<file path="config.mk">
export PLATFORM = sky130hd
export DESIGN_NAME = pc_stack_unit
export DESIGN_NICKNAME = d
export VERILOG_FILES = /design/src/rtl/pc_pkg.sv /design/src/rtl/pc_stack_ret_stack.sv /design/src/rtl/pc_stack_unit.sv
export SDC_FILE = /design/constraint.sdc
export NUM_CORES = 1
export LEC_CHECK = 0
export ABC_CLOCK_PERIOD_IN_PS = 3700
export CORE_MARGIN = 1.5
export CORE_UTILIZATION = 53
export CTS_CLUSTER_SIZE = 28
export DETAILED_ROUTE_END_ITERATION = 10
export GPL_ROUTABILITY_DRIVEN = 0
export PLACE_DENSITY = 0.89
export SYNTH_ARGS = -nofsm -noshare
export SYNTH_HDL_FRONTEND = slang
export SYNTH_HIERARCHICAL = 1
export SYNTH_SLANG_ARGS = --single-unit
</file>
<file path="constraint.sdc">
create_clock -name clk -period 3.7 [get_ports clk]
set_clock_uncertainty 0.2 [all_clocks]
set_input_delay 1.11 -clock clk [delete_from_list [all_inputs] [get_ports clk]]
set_output_delay 1.11 -clock clk [all_outputs]
set_load 0.03 [all_outputs]
</file>
<file path="src/rtl/pc_pkg.sv">
// Shared types for the program-counter stage: next-PC select encoding and address type.
package pc_pkg;

    localparam int unsigned PC_ADDR_W = 12;

    typedef logic [PC_ADDR_W-1:0] addr_t;

    typedef enum logic [1:0] {
        PC_SEQ = 2'b00,
        PC_RET = 2'b01,
        PC_JMP = 2'b10,
        PC_BR  = 2'b11
    } pc_sel_e;

endpackage

</file>
<file path="src/rtl/pc_stack_ret_stack.sv">
// Return-address LIFO. Top entry is read combinationally from index sp-1.
// A simultaneous push and pop leaves the stack untouched.
module ret_stack #(
    parameter int unsigned DEPTH = 8,
    parameter int unsigned W     = 12,
    localparam int unsigned SP_W  = $clog2(DEPTH) + 1,
    localparam int unsigned IDX_W = $clog2(DEPTH)
) (
    input  logic            clk,
    input  logic            rst,
    input  logic            push,
    input  logic            pop,
    input  logic [W-1:0]    wr_data,
    output logic [SP_W-1:0] sp,
    output logic            full,
    output logic            empty,
    output logic [W-1:0]    top
);

    logic [W-1:0]     mem_q [DEPTH];
    logic [W-1:0]     mem_d [DEPTH];
    logic [SP_W-1:0]  sp_q, sp_d;
    logic [IDX_W-1:0] wr_idx, rd_idx;

    assign wr_idx = sp_q[IDX_W-1:0];
    // Wraps to DEPTH-1 when empty; the value is unused in that case.
    assign rd_idx = IDX_W'(sp_q - 1'b1);

    assign empty = (sp_q == '0);
    assign full  = (sp_q == SP_W'(DEPTH));
    assign sp    = sp_q;
    assign top   = mem_q[rd_idx];

    always_comb begin
        sp_d  = sp_q;
        mem_d = mem_q;
        if (push && !pop && !full) begin
            mem_d[wr_idx] = wr_data;
            sp_d          = sp_q + 1'b1;
        end else if (pop && !push && !empty) begin
            sp_d = sp_q - 1'b1;
        end
    end

    always_ff @(posedge clk) begin
        if (rst) begin
            sp_q <= '0;
        end else begin
            sp_q <= sp_d;
        end
    end

    // Storage is deliberately not reset; sp alone defines validity.
    always_ff @(posedge clk) begin
        mem_q <= mem_d;
    end

endmodule

</file>
<file path="src/rtl/pc_stack_unit.sv">
// PC register, next-PC mux and sticky stack error flags around the return stack.
// All outputs come from registers; no input reaches an output combinationally.
module pc_stack_unit
    import pc_pkg::*;
#(
    parameter int unsigned          ADDR_W   = 12,
    parameter int unsigned          OFF_W    = 8,
    parameter int unsigned          DEPTH    = 8,
    parameter logic [ADDR_W-1:0]    RESET_PC = '0
) (
    input  logic                     clk,
    input  logic                     rst,
    input  logic                     hold,
    input  logic [1:0]               pc_state,
    input  logic                     push,
    input  logic                     pop,
    input  logic [ADDR_W-1:0]        jmp_addr,
    input  logic [OFF_W-1:0]         br_offset,
    output logic [ADDR_W-1:0]        pc,
    output logic [$clog2(DEPTH):0]   sp,
    output logic                     stack_empty,
    output logic                     stack_full,
    output logic                     ovf_err,
    output logic                     unf_err
);

    pc_sel_e           sel;
    logic [ADDR_W-1:0] pc_q, pc_d;
    logic [ADDR_W-1:0] pc_inc, br_ext, stk_top;
    logic              ovf_q, ovf_d;
    logic              unf_q, unf_d;
    logic              stk_push, stk_pop;
    logic              illegal;

    assign sel     = pc_sel_e'(pc_state);
    assign pc_inc  = pc_q + 1'b1;
    assign br_ext  = ADDR_W'($signed(br_offset));
    assign illegal = push && pop;

    ret_stack #(
        .DEPTH (DEPTH),
        .W     (ADDR_W)
    ) u_ret_stack (
        .clk     (clk),
        .rst     (rst),
        .push    (stk_push),
        .pop     (stk_pop),
        .wr_data (pc_inc),
        .sp      (sp),
        .full    (stack_full),
        .empty   (stack_empty),
        .top     (stk_top)
    );

    always_comb begin
        pc_d     = pc_q;
        ovf_d    = ovf_q;
        unf_d    = unf_q;
        stk_push = 1'b0;
        stk_pop  = 1'b0;
        if (!hold) begin
            case (sel)
                PC_SEQ: pc_d = pc_inc;
                PC_JMP: pc_d = jmp_addr;
                PC_BR:  pc_d = pc_inc + br_ext;
                PC_RET: pc_d = stack_empty ? pc_inc : stk_top;
            endcase
            stk_push = push && !pop;
            stk_pop  = pop && !push;
            if (stk_push && stack_full) ovf_d = 1'b1;
            if (stk_pop && stack_empty) unf_d = 1'b1;
            // A push+pop decode is treated as garbage: it raises no flag at all.
            if ((sel == PC_RET) && stack_empty && !illegal) unf_d = 1'b1;
        end
    end

    always_ff @(posedge clk) begin
        if (rst) begin
            pc_q  <= RESET_PC;
            ovf_q <= 1'b0;
            unf_q <= 1'b0;
        end else begin
            pc_q  <= pc_d;
            ovf_q <= ovf_d;
            unf_q <= unf_d;
        end
    end

    assign pc      = pc_q;
    assign ovf_err = ovf_q;
    assign unf_err = unf_q;

endmodule
</file>
==> flow_summary.toml <==
[layout]
fin_util_pct = 68.6
fin_cells = 647
layout.nets = 546
drive_gt1_share_pct = 22.3
diodes = 0
area_growth_pct = 24.2

[clocking]
htreeDepth = 4
tritoncts = "yes"
cts-hold-fix-buffers = 0
insertion_delay_ns = 0.52
numCtsBuffers = 17
clkSlewWorstSetupHoldPaths_ns = 0.06
root_buffer = "clkbuf_8"
post_cts.repair.setup_buffers = 0
clock-sinks = 114
clockBufferDepth = 2

[yosys]
synth.distinct_cells = 66
avgSynthCellArea_um2 = 13.6
ys.warnings.count = 6
synth_top_area_cell = "edfxtp_1"
synth_flop_cell = "edfxtp_1"
synthTopCellsByArea = "edfxtp_1 50%, mux4_2 9.0%, dfxtp_1 6.2%"
syn_area_um2 = 5780
async_reset_ff_share_pct = 0
synth_top_area_share_pct = 49.9
synth_nets = 470
netlist_instances = 424
ys_seq_area_share_pct = 56.1
synth-edff-count = 96
ys_ff_latch = 114

[place]
io_buffers = 46
hpwl_mm = 9.72
post-place-ws_ns = 0.0735
dp_cells = 617

[setup_path]
crit_type = "reg2reg"
start_kind = "flop"
crit_fanout = 12
critPathCaptureType = "flop"
timing.rr.start = "pc[3]$_SDFFE_PP0N_"
required_ns = 3.90
rrSetupSlack_ns = 0.18
reg2regPathDepth = 11
crit_arrival_ns = 3.72
r2r-end = "pc[10]$_SDFFE_PP0N_"

[hold_path]
min_to = "ovf_err$_SDFFE_PP0P_"
hp-class = "reg2reg"
hold_depth = 2
min_from = "ovf_err$_SDFFE_PP0P_"

[sta]
fin_tns_setup_ns = 0
rsz0062_at_grt = "no"
drv_slew = 0
min_period_over_period_pct = 95.0
period_needed_ns = 3.52
hold_violations = 0
setup_viol = 0
fin_ws_ns = 0.184
slew_headroom_pct = 21.3
fmax_mhz = 284
whs_ns = 0.276
worst_pin_slew_ns = 1.17

[floorplanning]
rows = 37
die_x_um = 107
start_util_pct = 55.2
die_area_um2 = 11500
core_um2 = 10500
die_y_um = 107
ioPinCount = 47

[routing]
ant_nets = 0
drt-initial-drc-count = 407
post-route-drc-count = 0
drt-pass1-iter-count = 6
vias = 4225
wl_per_cell_um = 23.3
vias_per_cell = 6.53
wirelength_mm = 15.1

[pwr]
vdd_drop_max_mv = 0.385
leakagePower_nw = 2.58
power_density_nw_per_um2 = 548

[status]
status = "finished, final reports clean"

[grt]
grt_pass1_wl_mm = 23.2
antenna_found_initial = 0
grt_remaining_overflow = 0
grt_pass1_vias = 4331
grt_start_max_net_pins = 33
grt_usage_pct = 28.0

[flow_run]
drv_cap = 0
logic make-up (layout without fill, tap and decap cells):
logic type	after synthesis	after routing	share of synthesized area [%]
flip-flops	114	114	56.1
AO/OA/AOI/OAI	84	84	10.5
adder cells (fa/ha/maj)	19	19	4.24
multiplexers	42	42	12.8
AND/OR/NAND/NOR	110	110	9.87
buffers and inverters	34	121	2.86
XOR/XNOR	21	21	3.64
final cells by class:
type / instances / area (um^2)
Inverter: 15 / 56.3
Fill cell: 702 / 3280
Clock buffer: 18 / 418
Tap cell: 136 / 170
Multi-Input combinational cell: 276 / 2400
Sequential cell: 114 / 3240
Clock inverter: 12 / 214
Timing Repair Buffer: 76 / 678
cell usage after synthesis (3+ instances only):
| library cell | n |
|---|---|
| mux2_2 | 12 |
| o21a_1 | 3 |
| edfxtp_1 | 96 |
| mux2i_1 | 6 |
| nor3_1 | 10 |
| nor2_1 | 32 |
| clkbuf_1 | 7 |
| xor2_1 | 7 |
| o211ai_1 | 6 |
| o22ai_1 | 5 |
| o21ai_0 | 11 |
| ha_1 | 18 |
| buf_2 | 6 |
| xnor2_1 | 12 |
| nand2_1 | 24 |
| nand2b_1 | 7 |
| a211oi_1 | 4 |
| a21oi_1 | 21 |
| inv_1 | 14 |
| buf_6 | 3 |
| a31oi_1 | 5 |
| nor2b_1 | 10 |
| dfxtp_1 | 18 |
| mux4_2 | 23 |
| nand3_1 | 11 |
cells in the final DEF (no fill, tap or decap), drive strengths merged, types with 13 or more instances in the layout:
cell type      synthesis  final
edfxtp                96     96
clkdlybuf4s50          0     44
nor2                  32     32
buf                   12     31
nand2                 25     25
mux4                  24     24
a21oi                 21     21
clkbuf                 7     19
ha                    18     18
dfxtp                 18     18
inv                   14     14
xnor2                 13     13
worst max-delay path, cell delays in order, from the launching register on:
cell and delay, ns:
dfxtp_1 0.40, buf_4 0.17, and3_2 0.18, nand3_1 0.10, xnor2_1 0.93, ha_1 0.42
a21oi_1 0.20, o211ai_1 0.13, nand3_1 0.15, mux2i_1 0.22, a21oi_1 0.08, o31a_1 0.23
what timing repair did:
item | CTS | global route
endpoints found under the setup margin | 1 | 4
gates cloned | 0 | 0
resized for setup | 1 | 4
worst max-delay path by stage:
stage / startpoint / to / slack (ns) / depth (start not counted)
after floorplan: hold / u_ret_stack/mem_q[48]$_DFFE_PP_ / 0.13 / 5
after global placement: br_offset[0] / pc[6]$_SDFFE_PP0N_ / 0.07 / 9
after detailed placement: br_offset[0] / pc[10]$_SDFFE_PP0N_ / 0.07 / 10
after CTS: u_ret_stack/sp[1]$_SDFFE_PP0P_ / stack_full / 0.10 / 5
after global routing: pc[4]$_SDFFE_PP0N_ / pc[10]$_SDFFE_PP0N_ / 0.02 / 10
final: pc[3]$_SDFFE_PP0N_ / pc[10]$_SDFFE_PP0N_ / 0.18 / 11
power by group:
part           switching, mW  leakage (nW)  internal [mW]  total [mW]
Combinational          0.400          1.25          0.311       0.711
Sequential            0.0343          1.02           1.44        1.47
Clock                  0.538         0.306           1.21        1.75
registers in the layout, indices dropped and copies added (netlist names):
name,cells
unf_err,1
ovf_err,1
u_ret_stack/mem_q,96
u_ret_stack/sp,4
pc,12
stage by stage:
stage	total power [mW]	instance area, um^2
finish	3.93	7180
global route	4.04	7180
detailed placement	2.18	6540
floorplan	1.95	5790
CTS	3.93	7170
global placement	2.15	6540
routing by layer:
layer / up-vias / routed length [um] / global-route usage (%) / share of wire (%)
li1: 1797 / - / - / -
met1: 2033 / 5530 / 33.3 / 37
met2: 308 / 7370 / 46.0 / 49
met3: 87 / 1410 / 7.81 / 9.3
met4: 0 / 769 / 15.5 / 5.1
met5: - / 0 / 0 / 0
Note: power is estimated with default switching activity, not from simulation.
